### config.mk
export PLATFORM = sky130hd
export DESIGN_NAME = multicycle_controller
export DESIGN_NICKNAME = d
export VERILOG_FILES = /design/src/rtl/multicycle_controller.sv
export SDC_FILE = /design/constraint.sdc
export NUM_CORES = 1
export LEC_CHECK = 0
export BUFFER_PORTS_ARGS = -buffer_cell sky130_fd_sc_hd__buf_2
export CORE_ASPECT_RATIO = 1.2
export CORE_UTILIZATION = 45
export CTS_CLUSTER_SIZE = 30
export DETAILED_ROUTE_END_ITERATION = 7
export PLACE_DENSITY = 0.8
export SLEW_MARGIN = 20
export SYNTH_ARGS = -nofsm -noshare
export SYNTH_HDL_FRONTEND = slang
export SYNTH_SLANG_ARGS = --single-unit
### constraint.sdc
create_clock -name clk -period 3.25 [get_ports clk]
set_input_delay 0.1625 -clock clk [delete_from_list [all_inputs] [get_ports clk]]
set_output_delay 0.1625 -clock clk [all_outputs]
set_load 0.05 [all_outputs]
### src/rtl/multicycle_controller.sv
// Multi-cycle control FSM for the MIPS-subset datapath: sequences fetch/decode/execute/mem/writeback
// and handshakes with stalling instruction and data memories.
module multicycle_controller #(
    parameter int unsigned COUNT_W    = 32,
    parameter int unsigned WAIT_LIMIT = 16
) (
    input  logic               clk,
    input  logic               reset_n,
    input  logic               enable,
    input  logic [31:0]        instruction,
    input  logic               zero,
    input  logic               imem_ready,
    input  logic               dmem_ready,
    output logic               imem_req,
    output logic               ir_write,
    output logic               pc_write,
    output logic [1:0]         pc_src,
    output logic               reg_write,
    output logic [1:0]         reg_dst,
    output logic [1:0]         mem_to_reg,
    output logic               alu_src,
    output logic               ext_sign,
    output logic [2:0]         alu_command,
    output logic               dmem_req,
    output logic               dmem_write,
    output logic               illegal,
    output logic               bus_error,
    output logic [2:0]         state_out,
    output logic [COUNT_W-1:0] instr_count
);

    localparam int unsigned WaitW = $clog2(WAIT_LIMIT + 1);

    localparam logic [5:0] OpRtype = 6'h00;
    localparam logic [5:0] OpJ     = 6'h02;
    localparam logic [5:0] OpJal   = 6'h03;
    localparam logic [5:0] OpBne   = 6'h05;
    localparam logic [5:0] OpAddi  = 6'h08;
    localparam logic [5:0] OpXori  = 6'h0e;
    localparam logic [5:0] OpLw    = 6'h23;
    localparam logic [5:0] OpSw    = 6'h2b;
    localparam logic [5:0] FnAdd   = 6'h20;
    localparam logic [5:0] FnSub   = 6'h22;
    localparam logic [5:0] FnSlt   = 6'h2a;
    localparam logic [5:0] FnJr    = 6'h08;

    typedef enum logic [2:0] {
        StIdle      = 3'd0,
        StFetch     = 3'd1,
        StDecode    = 3'd2,
        StExecute   = 3'd3,
        StMem       = 3'd4,
        StWriteback = 3'd5,
        StHalt      = 3'd6
    } state_e;

    state_e             state_q, state_d;
    logic [WaitW-1:0]   wait_q, wait_d;
    logic               illegal_q, illegal_d;
    logic               bus_error_q, bus_error_d;
    logic [COUNT_W-1:0] count_q;
    logic               retire;

    logic [5:0] opcode, funct;
    logic       is_rtype, r_alu, is_jr, wait_expired;
    logic       alu_src_x, ext_sign_x;
    logic [2:0] alu_cmd_x;
    logic       unused_ir;

    assign opcode       = instruction[31:26];
    assign funct        = instruction[5:0];
    assign unused_ir    = ^instruction[25:6];
    assign is_rtype     = (opcode == OpRtype);
    assign r_alu        = is_rtype && (funct == FnAdd || funct == FnSub || funct == FnSlt);
    assign is_jr        = is_rtype && (funct == FnJr);
    assign wait_expired = (wait_q == WaitW'(WAIT_LIMIT - 1));

    // ALU setup is shared by EXECUTE, MEM and WRITEBACK so the result stays stable.
    always_comb begin
        alu_src_x  = 1'b0;
        ext_sign_x = 1'b0;
        alu_cmd_x  = 3'd0;
        unique case (opcode)
            OpRtype: begin
                if (funct == FnSub)      alu_cmd_x = 3'd1;
                else if (funct == FnSlt) alu_cmd_x = 3'd3;
            end
            OpAddi, OpLw, OpSw: begin
                alu_src_x  = 1'b1;
                ext_sign_x = 1'b1;
            end
            OpXori: begin
                alu_src_x = 1'b1;
                alu_cmd_x = 3'd2;
            end
            OpBne:   alu_cmd_x = 3'd1;
            default: ;
        endcase
    end

    always_comb begin
        state_d     = state_q;
        wait_d      = '0;
        illegal_d   = illegal_q;
        bus_error_d = bus_error_q;
        retire      = 1'b0;
        case (state_q)
            StIdle: if (enable) state_d = StFetch;
            StFetch: begin
                if (imem_ready) begin
                    state_d = StDecode;
                end else if (wait_expired) begin
                    bus_error_d = 1'b1;
                    state_d     = StHalt;
                end else begin
                    wait_d = wait_q + WaitW'(1);
                end
            end
            StDecode: begin
                if (opcode == OpJ || opcode == OpJal || is_jr) begin
                    retire = 1'b1;
                end else if (r_alu || opcode == OpLw || opcode == OpSw || opcode == OpAddi ||
                             opcode == OpXori || opcode == OpBne) begin
                    state_d = StExecute;
                end else begin
                    illegal_d = 1'b1;
                    state_d   = StHalt;
                end
            end
            StExecute: begin
                if (opcode == OpBne)                      retire  = 1'b1;
                else if (opcode == OpLw || opcode == OpSw) state_d = StMem;
                else                                      state_d = StWriteback;
            end
            StMem: begin
                if (dmem_ready) begin
                    if (opcode == OpSw) retire  = 1'b1;
                    else                state_d = StWriteback;
                end else if (wait_expired) begin
                    bus_error_d = 1'b1;
                    state_d     = StHalt;
                end else begin
                    wait_d = wait_q + WaitW'(1);
                end
            end
            StWriteback: retire = 1'b1;
            StHalt:      state_d = StHalt;
            default:     state_d = StIdle;
        endcase
        // enable is only looked at when a new fetch would start.
        if (retire) state_d = enable ? StFetch : StIdle;
    end

    always_ff @(posedge clk or negedge reset_n) begin
        if (!reset_n) begin
            state_q     <= StIdle;
            wait_q      <= '0;
            illegal_q   <= 1'b0;
            bus_error_q <= 1'b0;
            count_q     <= '0;
        end else begin
            state_q     <= state_d;
            wait_q      <= wait_d;
            illegal_q   <= illegal_d;
            bus_error_q <= bus_error_d;
            if (retire) count_q <= count_q + COUNT_W'(1);
        end
    end

    always_comb begin
        imem_req    = 1'b0;
        ir_write    = 1'b0;
        pc_write    = 1'b0;
        pc_src      = 2'd0;
        reg_write   = 1'b0;
        reg_dst     = 2'd0;
        mem_to_reg  = 2'd0;
        alu_src     = 1'b0;
        ext_sign    = 1'b0;
        alu_command = 3'd0;
        dmem_req    = 1'b0;
        dmem_write  = 1'b0;
        case (state_q)
            StFetch: begin
                imem_req = 1'b1;
                ir_write = imem_ready;
                pc_write = imem_ready;
            end
            StDecode: begin
                if (opcode == OpJ || opcode == OpJal) begin
                    pc_write = 1'b1;
                    pc_src   = 2'd2;
                end else if (is_jr) begin
                    pc_write = 1'b1;
                    pc_src   = 2'd3;
                end
                if (opcode == OpJal) begin
                    reg_write  = 1'b1;
                    reg_dst    = 2'd2;
                    mem_to_reg = 2'd2;
                end
            end
            StExecute: begin
                alu_src     = alu_src_x;
                ext_sign    = ext_sign_x;
                alu_command = alu_cmd_x;
                if (opcode == OpBne && !zero) begin
                    pc_write = 1'b1;
                    pc_src   = 2'd1;
                end
            end
            StMem: begin
                alu_src     = alu_src_x;
                ext_sign    = ext_sign_x;
                alu_command = alu_cmd_x;
                dmem_req    = 1'b1;
                dmem_write  = (opcode == OpSw);
            end
            StWriteback: begin
                alu_src     = alu_src_x;
                ext_sign    = ext_sign_x;
                alu_command = alu_cmd_x;
                reg_write   = 1'b1;
                reg_dst     = is_rtype ? 2'd1 : 2'd0;
                mem_to_reg  = (opcode == OpLw) ? 2'd1 : 2'd0;
            end
            default: ;
        endcase
    end

    assign illegal     = illegal_q;
    assign bus_error   = bus_error_q;
    assign state_out   = state_q;
    assign instr_count = count_q;

endmodule

# Word level (Yosys, flattened, before mapping)
# Cells that the tools add are included.
dict set report op_classes {
  addsub 2
  eq_ne 25
  muxes 52
  bitwise 2
  reduce_logical 23
}
# op count
set ops {}
lappend ops {{$add A32 B1 Y32 const B} 1}
lappend ops {{$eq A6 B6 Y1 const B} 5}
lappend ops {{$mux W3} 10}
lappend ops {{$mux W1} 24}
lappend ops {{$pmux W3 S7} 1}
lappend ops {{$eq A6 B4 Y1 const B} 3}
lappend ops {{$mux W5} 3}
lappend ops {{$eq A6 B2 Y1 const B} 2}
lappend ops {{$pmux W2 S2} 3}
lappend ops {{$logic_or A1 B1 Y1} 10}
lappend ops {{$mux W2} 5}
lappend ops {{$pmux W5 S2} 1}
lappend ops {{$eq A3 B3 Y1 const B} 3}
lappend ops {{$ne A3 B3 Y1 const B} 3}
lappend ops {{$eq A3 B2 Y1 const B} 2}
lappend ops {{$eq A6 B3 Y1 const B} 1}
lappend ops {{$logic_not A6 Y1} 1}
lappend ops {{$ne A2 B2 Y1 const B} 3}
lappend ops {{$pmux W2 S3} 1}
lappend ops {{$reduce_and A3 Y1} 2}
lappend ops {{$reduce_or A3 Y1} 2}
lappend ops {{$add A5 B1 Y5 const B} 1}
lappend ops {{$eq A5 B4 Y1 const B} 1}
lappend ops {{$reduce_and A5 Y1} 1}
lappend ops {{other kinds (11)} 15}
dict set report totals {
  reg_bits 42
  inputBits 38
  output_inout_bits 54
  elab_cells 109
}

# Logic depth before layout (Yosys ltp)
dict set report logic_depth {
  depth_word 13
  ltp_mapped 7
  mapped_depth_nobuf 6
}

# Least setup slack after synthesis
# Ideal clock, no wire load.
dict set report synth_path {
  path_kind {register to output}
  start {register state_q[2], in the netlist state_out[2]}
  end {output port mem_to_reg[0]}
  t_arrival_ns 2.845
  t_required_ns 3.087
  setup_slack_ns 0.243
  stages_incl_launch_ff 5
  n_path_buf 1
  cell_sequence {dfrtp_1 -> buf_2 -> nor2b_1 -> and2_1 -> nor4b_1}
}
dict set report synth_between {
  elab_chain_cells 2
  elab_cells_between_ends 3
  cone_classes {eq/ne: 2; mux: 1}
}
# element line
set synth_lines {}
lappend synth_lines {{start: declaration} 57} ;# state_e state_q, state_d;
lappend synth_lines {{start signal: assignment} 156} ;# state_q <= StIdle;
lappend synth_lines {{start signal: assignment} 162} ;# state_q <= state_d;
lappend synth_lines {{$eq A3 B3 Y1 or $eq A3 B2 Y1 (tied branches)} 183} ;# case (state_q)
lappend synth_lines {{$pmux W2 S2 *} 183}
lappend synth_lines {{end: declaration} 20} ;# output logic [1:0] mem_to_reg,
# Every way passes the cells marked *; elsewhere a longest branch is shown, timed or not.

# Worst setup path after layout
dict set report layout_path {
  start {register state_q[0], in the netlist state_out[0]}
  end {output port pc_write}
}
dict set report layout_between {
  elab_chain_cells 2
  elab_cells_between_ends 4
  cone_classes {eq/ne: 3; mux: 1}
}
# element line
set layout_lines {}
lappend layout_lines {{$eq A3 B2 Y1 or $eq A3 B1 Y1 (tied branches)} 183}
lappend layout_lines {{$pmux W1 S3 *} 183}
lappend layout_lines {{end: declaration} 16} ;# output logic pc_write,
# Marks and branches as above.

==> flow_metrics.tcl <==
set metrics [dict create \
    slew_headroom_pct 38.6 \
    synth_flop_cell "dfrtp_1" \
    power_density_nw_per_um2 566 \
    path_buf_inv 2 \
    first_pass_iters 4 \
    port_buffers 70 \
    io-pin-count 92 \
    setup_tns_ns 0 \
    die_w_microns 72.0 \
    finalCritPeriodShare_pct 70.7 \
    startpoint "state_out[0]" \
    slowest_delay_ns 0.51 \
    syn_inst 256 \
    async_flop_share_pct 100 \
    setup_viol 0 \
    ys_types 54 \
    via_count 2255 \
    remaining_drc_errors 0 \
    routed-wl-met2_microns 2850 \
    crit_path_end_kind "primary output" \
    nets 357 \
    die_h_microns 86.0 \
    reg2reg_from "state_out[2]" \
    final_layout_size_suffix_gt1_share_pct 30.5 \
    tightest_slew_ns 0.921 \
    drt-initial-drc-count 82 \
    wl_per_cell_microns 14.9 \
    cts_buffers 5 \
    ys_seq_elements 42 \
    hold_buffers 0 \
    grt_pass1_wl_microns 9860 \
    core_sq_um 5670 \
    final_antenna_net_count 0 \
    yosysTopAreaCell "dfrtp_1" \
    top_layer_used "met4" \
    htreeDepth 2 \
    wl_met1_microns 2700 \
    diodes 0 \
    synth-seq-area-share_pct 39.7 \
    syn-num-nets 296 \
    cp_max_fo 35 \
    whs_ns -0.0138 \
    max_cap_viol_count 0 \
    synth_top_area_share_pct 39.7 \
    worst_path_max_delay_cell "dfrtp_1" \
    rsz0062_at_grt "no" \
    grt_max_degree 43 \
    path_cells "nor2_1 -> nand2_1 -> a21oi_4 -> buf_4 -> or3_1 -> buf_2" \
    worstPathArrival_ns 2.13 \
    place.gp.congestion 0.827 \
    place_hpwl_microns 4210 \
    grt_antenna_before_repair 0 \
    rows 30 \
    syn_area_sq_um 2650 \
    ys_warn_count 0 \
    syn_to_final_growth_pct 15.6 \
    grt_use_total_pct 20.3 \
    via_per_inst 5.67 \
    critPathRequiredTime_ns 3.09 \
    slew_violations 0 \
    critPathKind "reg2out" \
    fmax_mhz 435 \
    ir_worst_vdd_mv 0.263 \
    outcome "finished, violations left" \
    worstSetupStartpointType "flip-flop" \
    leakage_nw 1.36 \
    seqCellArea_sq_um 1050 \
    fill_cells 499 \
    synth_edf_count 0 \
    clock_latency_ns 0.30 \
    ctsLongestPathBuffers 2 \
    clockRootBuffer "clkbuf_8" \
    dr_wl_met3_microns 308 \
    clock-sinks 42 \
    timing.final.hold_violations 7 \
    cts-resized-gates 0 \
    skew_ns 0.00604 \
    total_power_mw 1.73 \
    path_clk_slew_ns 0.08 \
    gr-total-overflow 0 \
    cts_setup_buffers 0 \
    r2r_setup_slack_ns 0.96 \
    crit_family "buffers and inverters" \
    hold_class "in2async" \
    multi_input_area_sq_um 1430 \
    routed_wl_microns 5940 \
    dieArea_sq_um 6200 \
    start_util_pct 46.7 \
    avgSynthCellArea_sq_um 10.3 \
    period_minus_slack_ns 2.30 \
    grt_pass1_vias 2119 \
    ys_top_cells_by_area "dfrtp_1 (40%), xnor2_1 (11%), buf_6 (3.4%)" \
    violations "negative hold slack" \
    cts_tree "yes" \
]
## cells in the mapped netlist (3+ instances only)
cell type  count
a21oi_1        7
o2111ai_1      9
and3_1         9
nor4b_1        3
nor3_1         4
dfrtp_1       42
a211oi_1       3
and4_1         9
and2_1         5
nand2_1        7
nand3_1        6
o2111ai_2      6
inv_1          6
nor2b_1        5
o21bai_1       3
nor2_1        13
o211ai_1       9
xnor2_1       32
buf_2          4
nor4_1         6
o21ai_1        6
nand4_1        8
buf_4          3
nand4b_1       4
buf_6          8
o21ai_0        4
## stage by stage
stage | instance area (sq um) | hold slack (ns) | instances | util, % | worst slack [ns]
floorplan | 2650 | -0.133 | 256 | - | 0.243
global placement | 2970 | 0.339 | 390 | 52.3 | 1.06
detailed placement | 2970 | 0.354 | 390 | 52.3 | 0.997
CTS | 3060 | 0.0205 | 398 | 54.0 | 0.939
global route | 3060 | 0.0719 | 398 | 54.0 | 0.781
finish | 3060 | -0.0138 | 398 | 54.0 | 0.953
## kinds of logic (layout without fill, tap and decap cells)
family / after synthesis / after routing / share of synthesized area (%)
flops: 42 / 42 / 39.7
other cells: 1 / 1 / 0.142
compound gates: 57 / 57 / 17.5
buf+inv: 23 / 85 / 6.14
mux: 1 / 1 / 0.425
simple gates: 97 / 97 / 24.2
xor+xnor: 33 / 33 / 10.9
fa+ha+maj: 2 / 2 / 0.945
## where the power goes
group / switching [mW] / internal [mW] / total [mW] / leakage [nW]
Clock: 0.183 / 0.171 / 0.354 / 0.0472
Combinational: 0.519 / 0.196 / 0.715 / 0.746
Sequential: 0.0834 / 0.581 / 0.664 / 0.568
## layer usage
metal,track usage [%],vias to the layer above
li1,-,1084
met1,25.9,1085
met2,34.0,77
met3,4.23,9
met4,6.95,0
met5,0,-
## worst reg2reg max path, delay by kind of cell, from the launching register on
family	cells	cell delay, ns
AOI/OAI and AO/OA	1	0.47
DFF	1	0.53
and+or+nand+nor	3	0.87
muxes	1	0.30
## state kept, by name, indices dropped and copies added (netlist names)
register / flops
instr_count: 32
wait_q: 5
state_out: 3
illegal: 1
bus_error: 1
## path summary, 6_finish.rpt
check / to / cells past startpoint
max: pc_write / 6
min: instr_count[20] / 1
max reg2reg: instr_count[1] / 5
min reg2reg: instr_count[31] / 1
max in group asynchronous: instr_count[31] / 1
min in group clk: state_out[0] / 2
## placed cells by master, fill, tap and decap left out, types with 2 or more instances in the layout
cell	instances
inv_1	6
and2_1	5
nor3_1	4
o2111ai_2	6
nor4b_1	3
nand3_1	6
nor3b_1	2
xnor2_1	32
or2_2	2
o2111ai_1	9
and3_1	9
and3b_1	2
o21bai_1	3
nand4_1	8
nand2_1	7
nor2b_1	5
o21ai_0	4
clkbuf_8	6
dfrtp_1	42
ha_1	2
o21ai_1	6
nand2b_1	2
a21oi_1	7
a31oi_1	2
nand4b_1	4
and4_1	9
nor4_1	6
o211ai_1	9
nor2_1	13
buf_2	70
a211oi_1	3
## layout make-up
type / instances / share of cell area (%)
flip-flops and latches: 42 / 34.3
inverters: 6 / 0.736
well taps: 80 / 3.27
repair buffers: 71 / 11.7
clock buffers: 6 / 2.70
clock inverters: 2 / 0.409
multi-input cells: 191 / 46.9
No activity file was read; power rests on OpenSTA's default activity.
